[src/rtl/serial_add_ctrl.sv]
// Bit-serial adder controller: one 1-bit full adder reused over WIDTH cycles, LSB first.
// Optional subtract mode enabled by defining SERIAL_ADD_SUB_EN.
module serial_add_ctrl #(
    parameter int unsigned WIDTH = 8
) (
    input  logic             i_clk,
    input  logic             i_rst_n,
    input  logic             i_start,
    input  logic [WIDTH-1:0] i_a,
    input  logic [WIDTH-1:0] i_b,
    input  logic             i_sub,
    output logic             o_busy,
    output logic             o_done,
    output logic [WIDTH-1:0] o_sum,
    output logic             o_cout
);

    localparam int unsigned CW = (WIDTH > 1) ? $clog2(WIDTH) : 1;

    typedef enum logic [1:0] {IDLE, RUN, DONE} state_t;

    state_t           state;
    logic [WIDTH-1:0] a_sr;
    logic [WIDTH-1:0] b_sr;
    logic [WIDTH-1:0] res_sr;
    logic [WIDTH-1:0] res_next;
    logic [WIDTH-1:0] b_load;
    logic             carry;
    logic             carry_init;
    logic [CW-1:0]    cnt;
    logic [1:0]       bit_sum;

`ifdef SERIAL_ADD_SUB_EN
    // A-B as A + ~B + 1
    assign b_load     = i_sub ? ~i_b : i_b;
    assign carry_init = i_sub;
`else
    logic unused_sub;
    assign unused_sub = i_sub;
    assign b_load     = i_b;
    assign carry_init = 1'b0;
`endif

    // Shared full adder and the result shifted in from the MSB side
    always_comb begin
        bit_sum = {1'b0, a_sr[0]} + {1'b0, b_sr[0]} + {1'b0, carry};
        res_next = res_sr >> 1;
        res_next[WIDTH-1] = bit_sum[0];
    end

    always_ff @(posedge i_clk or negedge i_rst_n) begin
        if (!i_rst_n) begin
            state  <= IDLE;
            a_sr   <= '0;
            b_sr   <= '0;
            res_sr <= '0;
            carry  <= 1'b0;
            cnt    <= '0;
            o_busy <= 1'b0;
            o_done <= 1'b0;
            o_sum  <= '0;
            o_cout <= 1'b0;
        end else begin
            case (state)
                IDLE: begin
                    o_done <= 1'b0;
                    if (i_start) begin
                        a_sr   <= i_a;
                        b_sr   <= b_load;
                        carry  <= carry_init;
                        cnt    <= '0;
                        o_busy <= 1'b1;
                        state  <= RUN;
                    end
                end
                RUN: begin
                    carry  <= bit_sum[1];
                    res_sr <= res_next;
                    a_sr   <= a_sr >> 1;
                    b_sr   <= b_sr >> 1;
                    cnt    <= cnt + CW'(1);
                    if (cnt == CW'(WIDTH - 1)) begin
                        o_sum  <= res_next;
                        o_cout <= bit_sum[1];
                        o_busy <= 1'b0;
                        o_done <= 1'b1;
                        state  <= DONE;
                    end
                end
                DONE: begin
                    o_done <= 1'b0;
                    // Back-to-back start reloads without an idle cycle
                    if (i_start) begin
                        a_sr   <= i_a;
                        b_sr   <= b_load;
                        carry  <= carry_init;
                        cnt    <= '0;
                        o_busy <= 1'b1;
                        state  <= RUN;
                    end else begin
                        state <= IDLE;
                    end
                end
                default: begin
                    o_busy <= 1'b0;
                    o_done <= 1'b0;
                    state  <= IDLE;
                end
            endcase
        end
    end

endmodule

[config.mk]
export PLATFORM = sky130hd
export DESIGN_NAME = serial_add_ctrl
export DESIGN_NICKNAME = d
export VERILOG_FILES = /design/src/rtl/serial_add_ctrl.sv
export SDC_FILE = /design/constraint.sdc
export NUM_CORES = 1
export LEC_CHECK = 0
export CAP_MARGIN = 20
export CORE_ASPECT_RATIO = 1.1
export CORE_MARGIN = 2
export CORE_UTILIZATION = 57
export DETAILED_ROUTE_END_ITERATION = 12
export PLACE_DENSITY_LB_ADDON = 0.08
export REMOVE_ABC_BUFFERS = 1
export SYNTH_ARGS = -nofsm -noshare
export SYNTH_HDL_FRONTEND = slang
export SYNTH_SLANG_ARGS = --single-unit
[constraint.sdc]
create_clock -name i_clk -period 3.4 [get_ports i_clk]
set_clock_uncertainty 0.05 [all_clocks]
set_input_delay 0.34 -clock i_clk [delete_from_list [all_inputs] [get_ports i_clk]]
set_output_delay 0.34 -clock i_clk [all_outputs]
set_load 0.1 [all_outputs]
==> results.md, run 1 <==
- The run finished with clean final reports.
- For this run, the leading register cell type out of synthesis is sky130_fd_sc_hd__dfrtp_1.
- Setup violations remaining at the end of the flow were counted as 0.
- In this run, post-CTS hold repair placed 0 buffers.
- The initial antenna violation count is 0.
- The switching power total is around 0.0011 W.
- The root buffer cell chosen for the clock tree is sky130_fd_sc_hd__clkbuf_4.
- Measured on the finished design, the core utilization comes to between 60% and 70%.
- In this run the cell area measured after placement is between 2000 and 2500 um2.
- The met3 usage is 5.99%.
- The CTS tree is yes.
- Yosys mapped a number of flops with a built-in enable equal to 0.
- The worst setup path is captured at a primary output.
- In the routed design, unresolved DRC markers number 0.
- The H-tree depth is 2.
- The number of hold violations in the final report is 0.
- The number of non-filler instances in the completed layout is roughly 230.
- After global routing, the most crowded layer is met2.
- Of the total power, the share spent switching nets is between 40% and 50%.
- The number of buffers and inverters on the critical path is 1.
- The peak per-stage delay on the critical path is approximately 1.1 ns.
- Along the worst path, the maximum fanout reaches 3.
- The final instance area is around 2300 um2.
- sky130_fd_sc_hd__dfrtp_1 is the most common cell in the netlist.
- The worst setup slack for register-to-register paths is 1.62 ns.
- After layout, the worst path uses between 60% and 70% of the clock period.
- The number of cell rows is 22.
- The synthesized design contains 40 register bits.
- The cell count after synthesis is about 170.
- The endpoint of the worst setup timing path is o_busy.
- The internal power summed over all cells is 0.00124 W.
- The met1 routing resource usage after global routing is roughly a quarter.
- The minimum clock period after layout is 2.26 ns.
- For the pin with the worst max-slew slack, the measured transition is between 0.9 and 1 ns.
- The routability congestion estimate is 0.699.
- The area enclosed by the die boundary is ~3800 um2.
- The number of antenna diodes is 0.
- The half-perimeter wire length after detailed placement is 2130 um.
- The number of different library cells used by synthesis comes to 25.
- The number of warnings printed during yosys synthesis is 0.
- The slowest library cell on the worst path is sky130_fd_sc_hd__clkdlybuf4s50_1.
- The total routing resource utilization after global routing is between 10% and 20%.
- The maximum frequency from static timing analysis is around 440 MHz.
- The core area is 3280 um2.
- In the routed layout, each cell is associated on average with a via count of around 5.5.
- The overall power of the completed layout is 0.00231 W.
- The worst reg2reg path depth is 4.
- Clock-pin slew was measured on the worst setup and hold paths at around 0.12 ns.
- The total negative setup slack is 0 ns.
- After detailed routing, the total wire length is approximately 3200 um.
- The relative contribution of the clock network to total power is between 10% and 20%.
- The proportion of synthesized chip area in sequential cells is 52.2%.
- The routed length per placed instance is about 14 um.
- Of the post-synthesis cell area, the dominant cell type holds 52.2%.
- The data required time of the worst path is about 3 ns.
- In the final layout, the share of cells above drive strength 1 is 11.7%.
- From left edge to right edge, the die measures ~59 um.
- The number of nets at the end of the flow is ~220.
- The largest vdd supply drop is approximately 460 uV.
- The number of gates resized after CTS is 0.
- The worst register-to-register path begins at state[1].
- The kind of cell with the highest combined delay along the critical path is buffers and inverters.
- In this run the critical register-to-register path is captured at o_sum[6].
- The min-delay analysis places its worst path in the category input pin to asynchronous set/reset pin.
- The die extent in y is about 65 um.
- The final count of pins violating max slew is 0.
- The clock insertion delay at the later pin of the skew report is roughly 0.35 ns.
- The commonest cells after synthesis are sky130_fd_sc_hd__dfrtp_1, sky130_fd_sc_hd__nand2_1, sky130_fd_sc_hd__mux2i_1, sky130_fd_sc_hd__nor2b_1.
- After global routing the overflow that remains totals 0.
- In this run, the number of DRC markers left after iteration 0 of detailed routing was 43.
- The number of buffers added by the clock tree synthesis step is 5.
- The number of max-cap violations is 0.
- Fill cells in the final layout number 270.
- The power share of the sequential group is 36.5%.
- In this run the number of cells on the critical path is 1.
- By area the synthesized netlist is led by sky130_fd_sc_hd__dfrtp_1, sky130_fd_sc_hd__mux2i_1, sky130_fd_sc_hd__mux2_4.
- After synthesis the cells add up to ~1900 um2.
- Combinational cells account for between 50% and 60% of the total power.
- Clock tree synthesis found a total of 40 sinks.
- The signal on the critical path passes through clkdlybuf4s50_1.
- Summed over all cells, the static leakage comes to 1.02 nW.
- The total I/O pin count is 31.
- The post-CTS repair timing setup buffer count is 0.
- The per-instance average area after synthesis is between 10 and 15 um2.
- The total power density per cell area is slightly above 1000 nW/um2.
- The start-to-end type of the worst setup path is flip-flop to primary output.
- The number of iterations in the first detailed-routing pass is 4.
- The via count of the first global-routing pass came to about 1300.
- The met2 usage is 32.3%.
- The number of nets still failing antenna checks after routing is 0.
- The first global-routing pass estimated roughly 5700 um of wire.
- Tracing the worst setup path back leads to its startpoint at o_busy.
- The effective utilization at floorplan is roughly 59%.
- The synthesized design spends more area on one cell type than any other, namely sky130_fd_sc_hd__dfrtp_1.
- The port buffer count is 29.
- The area growth from synthesis to layout is 18.5%.
- For the worst setup path, the data arrival time is roughly 1.9 ns.
- The pin count of the biggest net entering global routing is between 40 and 50.
- In this run the tightest slew margin relative to its limit is a little over a third.
- Setup repair after global routing left no endpoint under its margin.
- Counting along the longest clock path gives a buffer depth of 2.
- The number of placed instances, taps included, is roughly 230.
- After synthesis, the share of flip-flops with an asynchronous set or reset is 100%.
- The total number of vias is around 1300.
- STA classifies the critical path startpoint as a flip-flop.
[worst min path at each step]
| stage | from | to | slack [ns] | depth (start not counted) |
|---|---|---|---|---|
| final | i_rst_n | o_sum[3] | 0.05 | 1 |
| after global routing | i_rst_n | o_sum[3] | 0.09 | 1 |
| after CTS | i_rst_n | o_sum[1] | 0.07 | 1 |
| after detailed placement | res_sr[1] | res_sr[1] | 0.43 | 2 |
| after global placement | res_sr[1] | res_sr[1] | 0.41 | 2 |
| after floorplan | i_rst_n | a_sr[0] | -0.006 | 0 |
[sequential cells by signal (all words and copies together), names as in the netlist]
name	count
o_busy	1
res_sr	7
state	2
o_cout	1
o_sum	8
a_sr	8
b_sr	8
o_done	1
cnt	3
carry	1
[cells by family (layout without fill, tap and decap cells)]
| logic type | count (synthesis) | after routing | share of synthesized area, % |
|---|---|---|---|
| fa+ha+maj | 3 | 3 | 2.35 |
| buf+inv | 12 | 41 | 3.26 |
| simple gates | 50 | 50 | 13.3 |
| flops | 40 | 40 | 52.2 |
| xor+xnor | 1 | 1 | 0.457 |
| compound gates | 35 | 35 | 11.8 |
| mux | 27 | 27 | 16.6 |
[power by group through the flow]
stage	Sequential (W)	Combinational, W	Clock, W
5_1_grt	0.000877	0.00132	0.000286
4_1_cts	0.000847	0.00123	0.000264
3_5_place_dp	0.000857	0.00123	0
3_3_place_gp	0.000842	0.00120	0
2_1_floorplan	0.00130	0.000486	0
6_report	0.000843	0.00122	0.000253
[cell type report]
| cell class | instances | area [um2] | share of cell area [%] |
|---|---|---|---|
| Multi-Input combinational cell | 116 | 855 | 37.6 |
| Clock buffer | 6 | 51.3 | 2.26 |
| Tap cell | 36 | 45.0 | 1.98 |
| Inverter | 1 | 3.75 | 0.165 |
| Clock inverter | 2 | 10.0 | 0.440 |
| Sequential cell | 40 | 1000 | 44.0 |
| Timing Repair Buffer | 32 | 308 | 13.5 |
[cells in the final DEF, fill, tap and decap left out, types with 4 or more instances in the layout]
cell type,synthesis,layout
sky130_fd_sc_hd__nor2_1,6,6
sky130_fd_sc_hd__a21oi_1,13,13
sky130_fd_sc_hd__nand2_1,23,23
sky130_fd_sc_hd__clkdlybuf4s50_1,0,28
sky130_fd_sc_hd__nor2b_1,14,14
sky130_fd_sc_hd__clkbuf_4,0,5
sky130_fd_sc_hd__mux2_4,9,9
sky130_fd_sc_hd__o21ai_1,4,4
sky130_fd_sc_hd__a211oi_1,13,13
sky130_fd_sc_hd__mux2i_1,15,15
sky130_fd_sc_hd__dfrtp_1,40,40
[layer usage]
metal	vias to the layer above	share of wire, %
met4	0	1.2
met2	27	49
met5	-	0
li1	639	-
met3	4	4.1
met1	614	45
[metrics by stage]
| step | worst slack, ns | hold WS (ns) |
|---|---|---|
| final | 1.14 | 0.0461 |
| after global placement | 1.24 | 0.411 |
| after CTS | 1.12 | 0.0745 |
| after global routing | 1.06 | 0.0932 |
| after floorplan | 1.44 | -0.00559 |
| after detailed placement | 1.19 | 0.431 |
(Power assumes the default switching activity.)
==> inputs of run 2 (changes only) <==
--- a/config.mk
+++ b/config.mk
@@ -8,7 +8,7 @@
 export CAP_MARGIN = 20
 export CORE_ASPECT_RATIO = 1.1
 export CORE_MARGIN = 2
-export CORE_UTILIZATION = 57
+export CORE_UTILIZATION = 47
 export DETAILED_ROUTE_END_ITERATION = 12
 export PLACE_DENSITY_LB_ADDON = 0.08
 export REMOVE_ABC_BUFFERS = 1
==> constraint.sdc (replaced) <==
create_clock -name i_clk -period 1.91 [get_ports i_clk]
set_clock_uncertainty 0.05 [all_clocks]
set_input_delay 0.191 -clock i_clk [delete_from_list [all_inputs] [get_ports i_clk]]
set_output_delay 0.191 -clock i_clk [all_outputs]
set_load 0.1 [all_outputs]
==> results.md, run 2 (synthesis results as in run 1) <==
- The area growth from synthesis to layout is 23.4%.
- The number of nets at the end of the flow is 223 (+1.8%).
- The total number of vias came to 1297 (+1.0%).
- The initial antenna violation count is 0 (unchanged).
- The number of failing setup endpoints in the final timing report is 0 (unchanged).
- The start-to-end type of the worst setup path is flip-flop to flip-flop.
- The total leakage power is 1.07 nW (+5.9%).
- The core area is 3930 um2 (+20%).
- The largest registers in the layout are a_sr (8), b_sr (8), o_sum (8).
- The number of cell rows is 24 (+9.1%).
- The clock-pin slew reported for the worst setup and hold paths after clock tree synthesis is 0.07 ns (-0.05 ns).
- By instance count, the cell type seen most on the critical path is sky130_fd_sc_hd__ha_1.
- The post-placement setup slack is 0.320 ns (-0.874 ns).
- The proportion of layout cells with a drive suffix above 1 came to 18.0% (+6.3 points).
- The routed length per placed instance is 13.1 um (-4.6%).
- The total routed wirelength is 3310 um (+3.2%).
- The width of the die is 64.9 um (+9.4%).
- The deepest clock path buffer count is 2 (unchanged).
- After layout, the worst path uses approximately 80% of the clock period.
- The number of gates resized after CTS came to 0 (unchanged).
- The total negative setup slack is 0 ns (unchanged).
- The total global routing overflow was 0 (unchanged).
- The clock root buffer is sky130_fd_sc_hd__clkbuf_8.
- The number of buffers added by the clock tree synthesis step came to 5 (unchanged).
- The relative contribution of the clock network to total power is 17.8% (+6.9 points).
- The number of max-cap violations is 0 (unchanged).
- For this run, the top clock speed supported by timing is ~650 MHz.
- The setup slack after layout is 0.375 ns (-0.765 ns).
- The worst hold slack after final layout was 0.446 ns (+0.400 ns).
- The signal on the critical path passes through ha_1 > ha_1 > mux2_1 > a22o_1.
- The DRC violation total after the first TritonRoute iteration was 69 (+60%).
- The port buffer count was 29 (unchanged).
- The detailed-route DRC error count came to 0 (unchanged).
- The total power density per cell area came to 1870 nW/um2 (+84%).
- The area enclosed by the die boundary is 4610 um2 (+20%).
- The kind of start point of the critical path is a flip-flop.
- The post-CTS repair timing setup buffer count is 0 (unchanged).
- The TritonCTS sink count is 40 (unchanged).
- The tightest min-delay check is of the input pin to asynchronous set/reset pin type.
- The slowest library cell on the worst path is sky130_fd_sc_hd__dfrtp_1.
- The data required time of the worst path came to 2.04 ns (-0.97 ns).
- The switching power total is 0.00192 W (+78%).
- The final count of pins violating max slew came to 0 (unchanged).
- The die extent in y was 71 um (+9.5%).
- The proportion of total power due to net switching is 43.4% (-3.2 points).
- The relative slew slack is 66.9% (+32 points).
- For the finished layout, the period the worst path requires is around 1.5 ns.
- The routability congestion estimate is 0.696 (-0.33%).
- The total I/O pin count is 31 (unchanged).
- The final standard cell utilization of the core was 60.1% (-9.3 points).
- The area used by sequential logic in the layout was 1000 um2 (unchanged).
- The total routing resource utilization after global routing is 16.7% (-2.8 points).
- The final-layout fill cell count is 347 (+29%).
- The via count of the first global-routing pass is 1351 (+4.7%).
- The largest vdd supply drop was 641 uV (+40%).
- The worst setup path is captured at a flip-flop.
- The number of hold violations in the final report is 0 (unchanged).
- The peak per-stage delay on the critical path is 0.41 ns (-0.73 ns).
- The maximum fanout along the worst path is 3 (unchanged).
- The hold buffer count at cts is 1 (+1).
- The number of nets still failing antenna checks after routing is 0 (unchanged).
- The effective utilization at floorplan was 48.8% (-9.8 points).
- The H-tree depth came to 2 (unchanged).
- The half-perimeter wire length after detailed placement is 2260 um (+6.3%).
- The placed standard-cell area was 2230 um2 (+0.68%).
- The per-cell via count in the routed design was 5.15 (-6.6%).
- The pin count of the biggest net entering global routing was 42 (unchanged).
- The internal power summed over all cells is 0.00251 W (+100%).
- The clock insertion delay at the later pin of the skew report is 0.28 ns (-0.07 ns).
- The critical path arrival is 1.66 ns (-0.21 ns).
- The wire length of the first global-routing pass is 6000 um (+5.7%).
- The number of iterations in the first detailed-routing pass came to 4 (unchanged).
- In the layout the commonest cells are sky130_fd_sc_hd__dfrtp_1, sky130_fd_sc_hd__nand2_1, sky130_fd_sc_hd__clkdlybuf4s50_1, sky130_fd_sc_hd__buf_4, sky130_fd_sc_hd__mux2i_1.
- The final instance area is 2370 um2 (+4.1%).
- The power share of the sequential group is 34.0% (-2.5 points).
- The run finished with clean final reports.
- The number of antenna diodes came to 0 (unchanged).
- Setup repair after global routing left no endpoint under its margin.
- The area of combinational cells with multiple inputs is 855 um2 (unchanged).
- Leaving out fill and tap cells, the most frequent cell in the layout is sky130_fd_sc_hd__dfrtp_1.
- The portion of total power attributed to combinational logic is 48.2% (-4.4 points).
- The transition at the pin with the smallest max-transition slack is 0.496 ns (-0.470 ns).
- TritonCTS built the clock tree.
-- run 2: stage by stage --
| stage | power, W | std cells |
|---|---|---|
| floorplan | 0.00319 | 157 |
| global placement | 0.00361 | 244 |
| detailed placement | 0.00368 | 244 |
| CTS | 0.00448 | 252 |
| global route | 0.00473 | 252 |
| finish | 0.00443 | 252 |
-- run 2: worst max-delay path, delay by kind of cell, from the launching register on --
kind	cells	cell delay (ns)
multiplexers	1	0.28
AO/OA/AOI/OAI	1	0.23
adder cells (fa/ha/maj)	2	0.47
flip-flops	1	0.41
-- run 2: power groups by stage --
stage | registers, W | clock network (W) | logic, W
after floorplan | 0.00232 | 0 | 0.000865
after global placement | 0.00150 | 0 | 0.00210
after detailed placement | 0.00153 | 0 | 0.00216
after CTS | 0.00151 | 0.000809 | 0.00216
after global routing | 0.00157 | 0.000851 | 0.00231
final | 0.00151 | 0.000787 | 0.00213
-- run 2: worst paths after layout --
path,start,endpoint,slack [ns],cells after the start
min in group i_clk,res_sr[1],res_sr[1],0.45,2
hold reg to reg,res_sr[1],res_sr[1],0.45,2
max in group asynchronous,i_rst_n,b_sr[3],1.02,3
setup reg to reg,cnt[0],cnt[2],0.37,4
setup / recovery,cnt[0],cnt[2],0.37,4
hold / removal,i_rst_n,res_sr[2],0.45,3
-- run 2: area by class of cell --
cell class | count | share of cell area [%]
multi-input cells | 116 | 36.1
flip-flops and latches | 40 | 42.3
repair buffers | 36 | 13.2
clock buffers | 5 | 2.91
well taps | 52 | 2.75
inverters | 1 | 0.159
clock inverters | 2 | 2.54
-- run 2: metal layers --
| metal | global-route usage [%] | wire length, um | vias up |
|---|---|---|---|
| met5 | 0 | 0 | - |
| met1 | 19.2 | 1460 | 621 |
| met2 | 29.3 | 1660 | 26 |
| met3 | 3.97 | 133 | 6 |
| met4 | 7.09 | 55 | 0 |
| li1 | - | - | 644 |
